### src/rtl/un_striping_nlane.sv
// Round-robin merge of LANES parallel lanes into one valid/ready stream.
// Each lane has its own DEPTH-entry FIFO so that skew between lanes is absorbed.
module un_striping_nlane #(
  parameter  int unsigned WIDTH = 32,
  parameter  int unsigned LANES = 2,
  parameter  int unsigned DEPTH = 4,
  localparam int unsigned PW    = (LANES > 1) ? $clog2(LANES) : 1
) (
  input  logic                   clk_f,
  input  logic                   reset,
  input  logic [LANES*WIDTH-1:0] lane_data,
  input  logic [LANES-1:0]       lane_valid,
  output logic [LANES-1:0]       lane_ready,
  output logic [WIDTH-1:0]       data_out,
  output logic                   valid_out,
  input  logic                   ready_in,
  output logic [LANES-1:0]       overflow,
  output logic [PW-1:0]          rr_ptr
);

  localparam int unsigned AW       = $clog2(DEPTH);
  localparam logic [AW:0] CNT_FULL = (AW+1)'(DEPTH);
  localparam logic [PW-1:0] RR_LAST = PW'(LANES - 1);

  logic [WIDTH-1:0] r_mem [LANES][DEPTH];
  logic [AW-1:0]    r_wr  [LANES];
  logic [AW-1:0]    r_rd  [LANES];
  logic [AW:0]      r_cnt [LANES];
  logic [LANES-1:0] r_ovf;
  logic [WIDTH-1:0] r_data;
  logic             r_valid;
  logic [PW-1:0]    r_rr;

  logic [LANES-1:0] w_full;
  logic [LANES-1:0] w_empty;
  logic [LANES-1:0] w_push;
  logic [LANES-1:0] w_pop;
  logic             w_load;
  logic [WIDTH-1:0] w_head;
  logic [PW-1:0]    w_rr_next;

  always_comb begin
    w_full    = '0;
    w_empty   = '0;
    w_push    = '0;
    w_pop     = '0;
    w_load    = 1'b0;
    w_head    = '0;
    w_rr_next = '0;
    for (int unsigned k = 0; k < LANES; k++) begin
      w_full[k]  = (r_cnt[k] == CNT_FULL);
      w_empty[k] = (r_cnt[k] == '0);
      // A push into a full FIFO is dropped even if the same lane pops this cycle.
      w_push[k]  = lane_valid[k] & ~w_full[k];
    end
    w_load = (~r_valid | ready_in) & ~w_empty[r_rr];
    for (int unsigned k = 0; k < LANES; k++) begin
      w_pop[k] = w_load & (r_rr == PW'(k));
    end
    w_head = r_mem[r_rr][r_rd[r_rr]];
    // With LANES=1 RR_LAST is 0, so the pointer is pinned at 0.
    w_rr_next = (r_rr == RR_LAST) ? '0 : r_rr + 1'b1;
  end

  always_ff @(posedge clk_f) begin
    if (reset) begin
      for (int unsigned k = 0; k < LANES; k++) begin
        r_wr[k]  <= '0;
        r_rd[k]  <= '0;
        r_cnt[k] <= '0;
      end
      r_ovf   <= '0;
      r_data  <= '0;
      r_valid <= 1'b0;
      r_rr    <= '0;
    end else begin
      for (int unsigned k = 0; k < LANES; k++) begin
        if (w_push[k]) begin
          r_mem[k][r_wr[k]] <= lane_data[k*WIDTH +: WIDTH];
          r_wr[k]           <= r_wr[k] + 1'b1;
        end
        if (w_pop[k]) r_rd[k] <= r_rd[k] + 1'b1;
        if (w_push[k] && !w_pop[k])      r_cnt[k] <= r_cnt[k] + 1'b1;
        else if (!w_push[k] && w_pop[k]) r_cnt[k] <= r_cnt[k] - 1'b1;
        if (lane_valid[k] && w_full[k]) r_ovf[k] <= 1'b1;
      end
      if (w_load) begin
        r_data  <= w_head;
        r_valid <= 1'b1;
        r_rr    <= w_rr_next;
      end else if (ready_in) begin
        r_valid <= 1'b0;
      end
    end
  end

  assign lane_ready = reset ? '0 : ~w_full;
  assign data_out   = r_data;
  assign valid_out  = r_valid;
  assign overflow   = r_ovf;
  assign rr_ptr     = r_rr;

endmodule
### config.mk
export PLATFORM = sky130hd
export DESIGN_NAME = un_striping_nlane
export DESIGN_NICKNAME = d
export VERILOG_FILES = /design/src/rtl/un_striping_nlane.sv
export SDC_FILE = /design/constraint.sdc
export NUM_CORES = 1
export LEC_CHECK = 0
export BUFFER_PORTS_ARGS = -buffer_cell sky130_fd_sc_hd__buf_2
export CELL_PAD_IN_SITES_DETAIL_PLACEMENT = 1
export CELL_PAD_IN_SITES_GLOBAL_PLACEMENT = 1
export CORE_MARGIN = 4
export CORE_UTILIZATION = 44
export CTS_CLUSTER_DIAMETER = 100
export CTS_CLUSTER_SIZE = 12
export DETAILED_ROUTE_END_ITERATION = 16
export PLACE_DENSITY_LB_ADDON = 0.1
export SYNTH_ARGS = -nofsm -noshare
export SYNTH_HDL_FRONTEND = slang
export SYNTH_SLANG_ARGS = --single-unit
### constraint.sdc
create_clock -name clk_f -period 7.28 [get_ports clk_f]
set_input_delay 1.456 -clock clk_f [delete_from_list [all_inputs] [get_ports clk_f]]
set_output_delay 1.456 -clock clk_f [all_outputs]
set_load 0.005 [all_outputs]
* After elaboration in Yosys (flattened, before gate mapping)
Memories as Yosys holds them, arrays and structs flattened. A register that Yosys moved wholly into a read port is not among the register bits. Cells that the tools add are included.
Word-level totals: RAM bits 270, output and inout port bits 38, logic and storage cells 119, latch bits 0, memories kept 4, input port bits 69, bits in registers 36, memory bits (read-only) 0
Memories:
- r_mem | depth 2, bits a word 128, rd ports 1, clocked after memory_dff 1, wr ports 2, RTL line 25 | logic [WIDTH-1:0] r_mem [LANES][DEPTH];
- r_cnt | depth 2, bits a word 3, rd ports 2, clocked after memory_dff 0, wr ports 2, RTL line 28 | logic [AW:0] r_cnt [LANES];
- r_rd | depth 2, bits a word 2, rd ports 3, clocked after memory_dff 1, wr ports 2, RTL line 27 | logic [AW-1:0] r_rd [LANES];
- r_wr | depth 2, bits a word 2, rd ports 2, clocked after memory_dff 0, wr ports 2, RTL line 26 | logic [AW-1:0] r_wr [LANES];
Operators by class: order comparisons 6, mux-type cells 55, bitwise gates (word level) 23, equality and inequality tests 2, reduce and logical (&&, ||, !) cells 15, div/mod/pow operators 0, multipliers 0, shifts and indexed selects 0, $add $sub $neg 9
Operators by type and width (count):
- two-way mux 128 bit | 2
- demux 32 bit (select 2 bit) | 2
- two-way mux 32 bit | 4
- binary-select mux 32 bit (select 2 bit) | 1
- two-way mux 1 bit | 37
- two-way mux 3 bit | 4
- two-way mux 2 bit | 5
- >= comparator 3 bit (second input constant) | 3
- inverter 2 -> 3 bit | 3
- bitwise OR 1 bit | 9
- adder 2 x 1 -> 2 bit (second input constant) | 4
- logical AND 1 bit | 8
- adder 3 x 1 -> 3 bit (second input constant) | 2
- equality test 3 bit (second input constant) | 2
- logical NOT 3 bit | 2
- less-than comparator 3 x 1 -> 1 bit (second input constant) | 2
- subtractor 3 x 1 -> 3 bit (second input constant) | 2
- bitwise AND 1 bit | 5
- inverter 1 bit | 5
- logical NOT 1 bit | 4
- less-than comparator 1 x 2 -> 1 bit (second input constant) | 1
- inverter 2 bit | 1
- nonzero test 2 bit | 1
- adder 1 bit (second input constant) | 1

* Longest topological paths before layout
word-level depth 13, depth in mapped cells 12, mapped depth without buffers 12

* Worst setup path before layout
No wires, ideal clock.
kind input-to-output, start input port reset, end output port lane_ready[0], stages on the path 3, setup slack 3817 ps, required time 5824 ps, arrival time 2007 ps, path buffers 2, path through clkbuf_1 clkbuf_1 nor2_1
On the way: word-level cells in the longest chain between the ends 1
RTL lines:
- from (decl) | RTL line 10 | input logic reset,
- two-way mux 2 bit | RTL line 97 | assign lane_ready = reset ? '0 : ~w_full;
- to (decl) | RTL line 13 | output logic [LANES-1:0] lane_ready,
No other way between the ends.

* Worst setup path after layout
start input port reset, end output port lane_ready[1]
The elaborated chain is that of the path after synthesis.

==> out/summary.txt <==
CP max stage cell = a21oi_1
Layout Area Growth over Synthesis = 13.9%
grt met2 use = 28.7%
CP peak stage delay = 0.32 ns
top post-synthesis cells by area = edfxtp_1 (69%), mux4_2 (12%), dfxtp_1 (6.3%)
Post-Syn Nets = 644
NetSw = 1.39 mW
met1 usage = 21.9%
Clock Pin Slew Worst Setup and Hold Paths = 0.06 ns
count of port buffers added during placement = 106
row count = 59
hold buffer count at CTS = 0
RSZ-0062 raised after global routing = no
ys flop type = edfxtp_1
CTS sink count = 307
Syn Inst Count = 561
total power divided by cell area = 362 nW/um2
final core occ = 51.3%
Clock Power Share = 27.9%
Mapped Area = 11800 um2
Hold Fails Final Rpt = 0
Vias per Instance = 5.42
Iter 0 DRT Violations = 322
CTS tree = built
CP Max Fanout = 18
Switching Fraction = 28.6%
clock buffer count from CTS = 29
Crit Path Class = input pin to output port
layout cells sized above 1 = 32.9%
via count = 5579
static leakage = 4.53 nW
pin count of the biggest net entering global routing = 34
Seq cells post-synth = 307
R2R Path Start = r_cnt[1][0]$_DFFE_PP_
detailed-route wire length = 23.9 mm
CP Data Arrival Time = 2.16 ns
antenna violations before repair = 2
minimum clock period = 3.62 ns
Resized Gates After CTS = 0
Nets = 758
ANT cells = 0
Startpoint Class = input pin
maximum clock rate = 0.277 GHz
Pins Over Slew Limit = 0
post-synth top area share = 68.7%
crit end category = output port
Rel. slew slack = 23.7%
gr ovfl total = 0
sequential share of power = 46.7%
placed insts = 979
internal power = 3.47 mW
WL/cell = 23.2 um
Starting Density = 45.0%
busiest grt layer = met2
CORE AREA = 26200 um2
first-pass GRT wire length = 36.6 mm
gpl congestion = 0.711
post-detail-place hpwl = 14.4 mm
Post-synth EDFFs = 270
Design Power = 4.86 mW
hold_sp = data_out[23]$_SDFFE_PP0N_
die width = 172 um
GRT Overall Usage = 16.4%
Clock Tree Root = clkbuf_16
mean area per synthesized cell = 21.0 um2
Yosys top cell by area = edfxtp_1
die footprint = 29500 um2
Boundary Pins = 107
post-synthesis sequential area ratio = 75.0%
worst-path cell chain = buf_2, a21oi_1, buf_2
Worst-Skew Late Latency = 0.56 ns
# Post-CTS Setup Buffers = 0
CP top delay family = buffers and inverters
met3 GRT Util = 3.06%
first drt pass iteration count = 4
Post-Layout Cell Count = 1029
crit share post-route = 49.7%
share of synthesized registers carrying an async set or reset = 0%
clk buf depth = 3
Max Cap Viol = 0
Slew @ Worst Pin = 1.14 ns
# DRC = 0
Synth Warn # = 0
worst clock skew = 0.0143 ns
count of cell types in the netlist = 45
final setup fails = 0
worst min-delay path class = register to register
post-route ant nets = 0
WP buf/inv = 2
Max H-tree Level = 1
Setup crit start = reset
Logic pwr share = 25.4%
Max IR drop VDD = 179 uV
setup tns final = 0 ns
critical path required time = 5.82 ns
cell mode on critical path = buf_2
status = complete, no violations
vias in the first global route = 6198
Die Y = 172 um
kinds of logic (layout without fill, tap and decap cells):
| logic type | count (synthesis) | in the layout | share of synthesized area [%] |
|---|---|---|---|
| AOI/OAI and AO/OA | 50 | 50 | 3.67 |
| xor gates and xnor gates | 6 | 6 | 0.445 |
| adders and majority gates | 14 | 14 | 1.55 |
| buffers and inverters | 41 | 174 | 2.01 |
| DFF | 307 | 307 | 75.0 |
| muxes | 97 | 97 | 15.1 |
| and+or+nand+nor | 46 | 46 | 2.30 |
layout by cell type (no fill, tap or decap), drive strengths merged, types with 13 or more instances in the layout:
| cell type | netlist | final |
|---|---|---|
| o2bb2ai | 32 | 32 |
| mux4 | 64 | 64 |
| nor2 | 21 | 21 |
| inv | 14 | 15 |
| buf | 22 | 110 |
| dfxtp | 37 | 37 |
| mux2i | 32 | 32 |
| clkbuf | 5 | 48 |
| edfxtp | 270 | 270 |
| ha | 13 | 13 |
metrics by stage:
step	worst slack, ns	hold slack [ns]	instance area [um2]
finish	3.66	0.456	13400
global route	3.57	0.478	13400
CTS	3.65	0.462	13400
detailed placement	3.61	0.441	12600
global placement	3.67	0.439	12600
floorplan	3.82	0.456	11800
worst register-to-register path: cells and delay by family, from the launching register on:
family | cells | cell delay [ns]
adder cells (fa/ha/maj) | 3 | 0.96
flip-flops | 1 | 0.37
buffers and inverters | 2 | 0.16
XOR/XNOR | 2 | 0.33
AND/OR/NAND/NOR | 4 | 0.76
AO/OA/AOI/OAI | 1 | 0.23
cells in the mapped netlist, types with 2 or more instances:
library cell    n
a21oi_1         3
a31oi_1         2
and2_1          5
and3_1          4
buf_1           4
buf_2           4
buf_4           8
buf_6           6
clkbuf_1        4
dfxtp_1        37
edfxtp_1      270
ha_1           13
inv_1          14
mux2i_1        32
mux4_2         64
nand2_1         2
nand2b_1        3
nor2_1         20
nor2b_1         3
nor3b_1         2
o211ai_2        2
o2bb2ai_1      32
xnor2_1         5
layout make-up:
class,count,area [um2]
repair buffers,110,561
flip-flops and latches,307,8850
inverters,14,52.6
well taps,335,419
fillers,2402,12800
clock buffers,48,797
multi-input cells,213,2730
clock inverters,2,27.5
power by group through the flow:
stage | Combinational (mW) | Clock [mW] | Sequential [mW]
4_1_cts | 1.28 | 1.40 | 2.27
2_1_floorplan | 0.952 | 0 | 2.26
6_report | 1.23 | 1.36 | 2.27
3_5_place_dp | 1.27 | 0 | 2.31
3_3_place_gp | 1.25 | 0 | 2.29
5_1_grt | 1.37 | 1.48 | 2.29
path summary, 6_finish.rpt:
check | end | slack, ns | cells past startpoint
worst max-delay path | lane_ready[1] | 3.66 | 3
worst min-delay path | data_out[23]$_SDFFE_PP0N_ | 0.46 | 1
worst max register to register | r_cnt[0][2]$_SDFFCE_PN0P_ | 4.22 | 12
worst min register to register | data_out[23]$_SDFFE_PP0N_ | 0.46 | 1
routing by layer:
metal / up-vias / part of all wire [%]
met5: - / 0.11
met4: 4 / 1.3
met3: 27 / 5.1
met2: 120 / 51
met1: 2912 / 42
li1: 2516 / -
state kept, by name, indices dropped and copies added (netlist names), named ones only:
signal	cells
r_cnt	6
rr_ptr	1
r_mem	256
overflow	2
r_rd	4
r_wr	4
valid_out	1
data_out	32
Note: power is estimated with default switching activity, not from simulation.
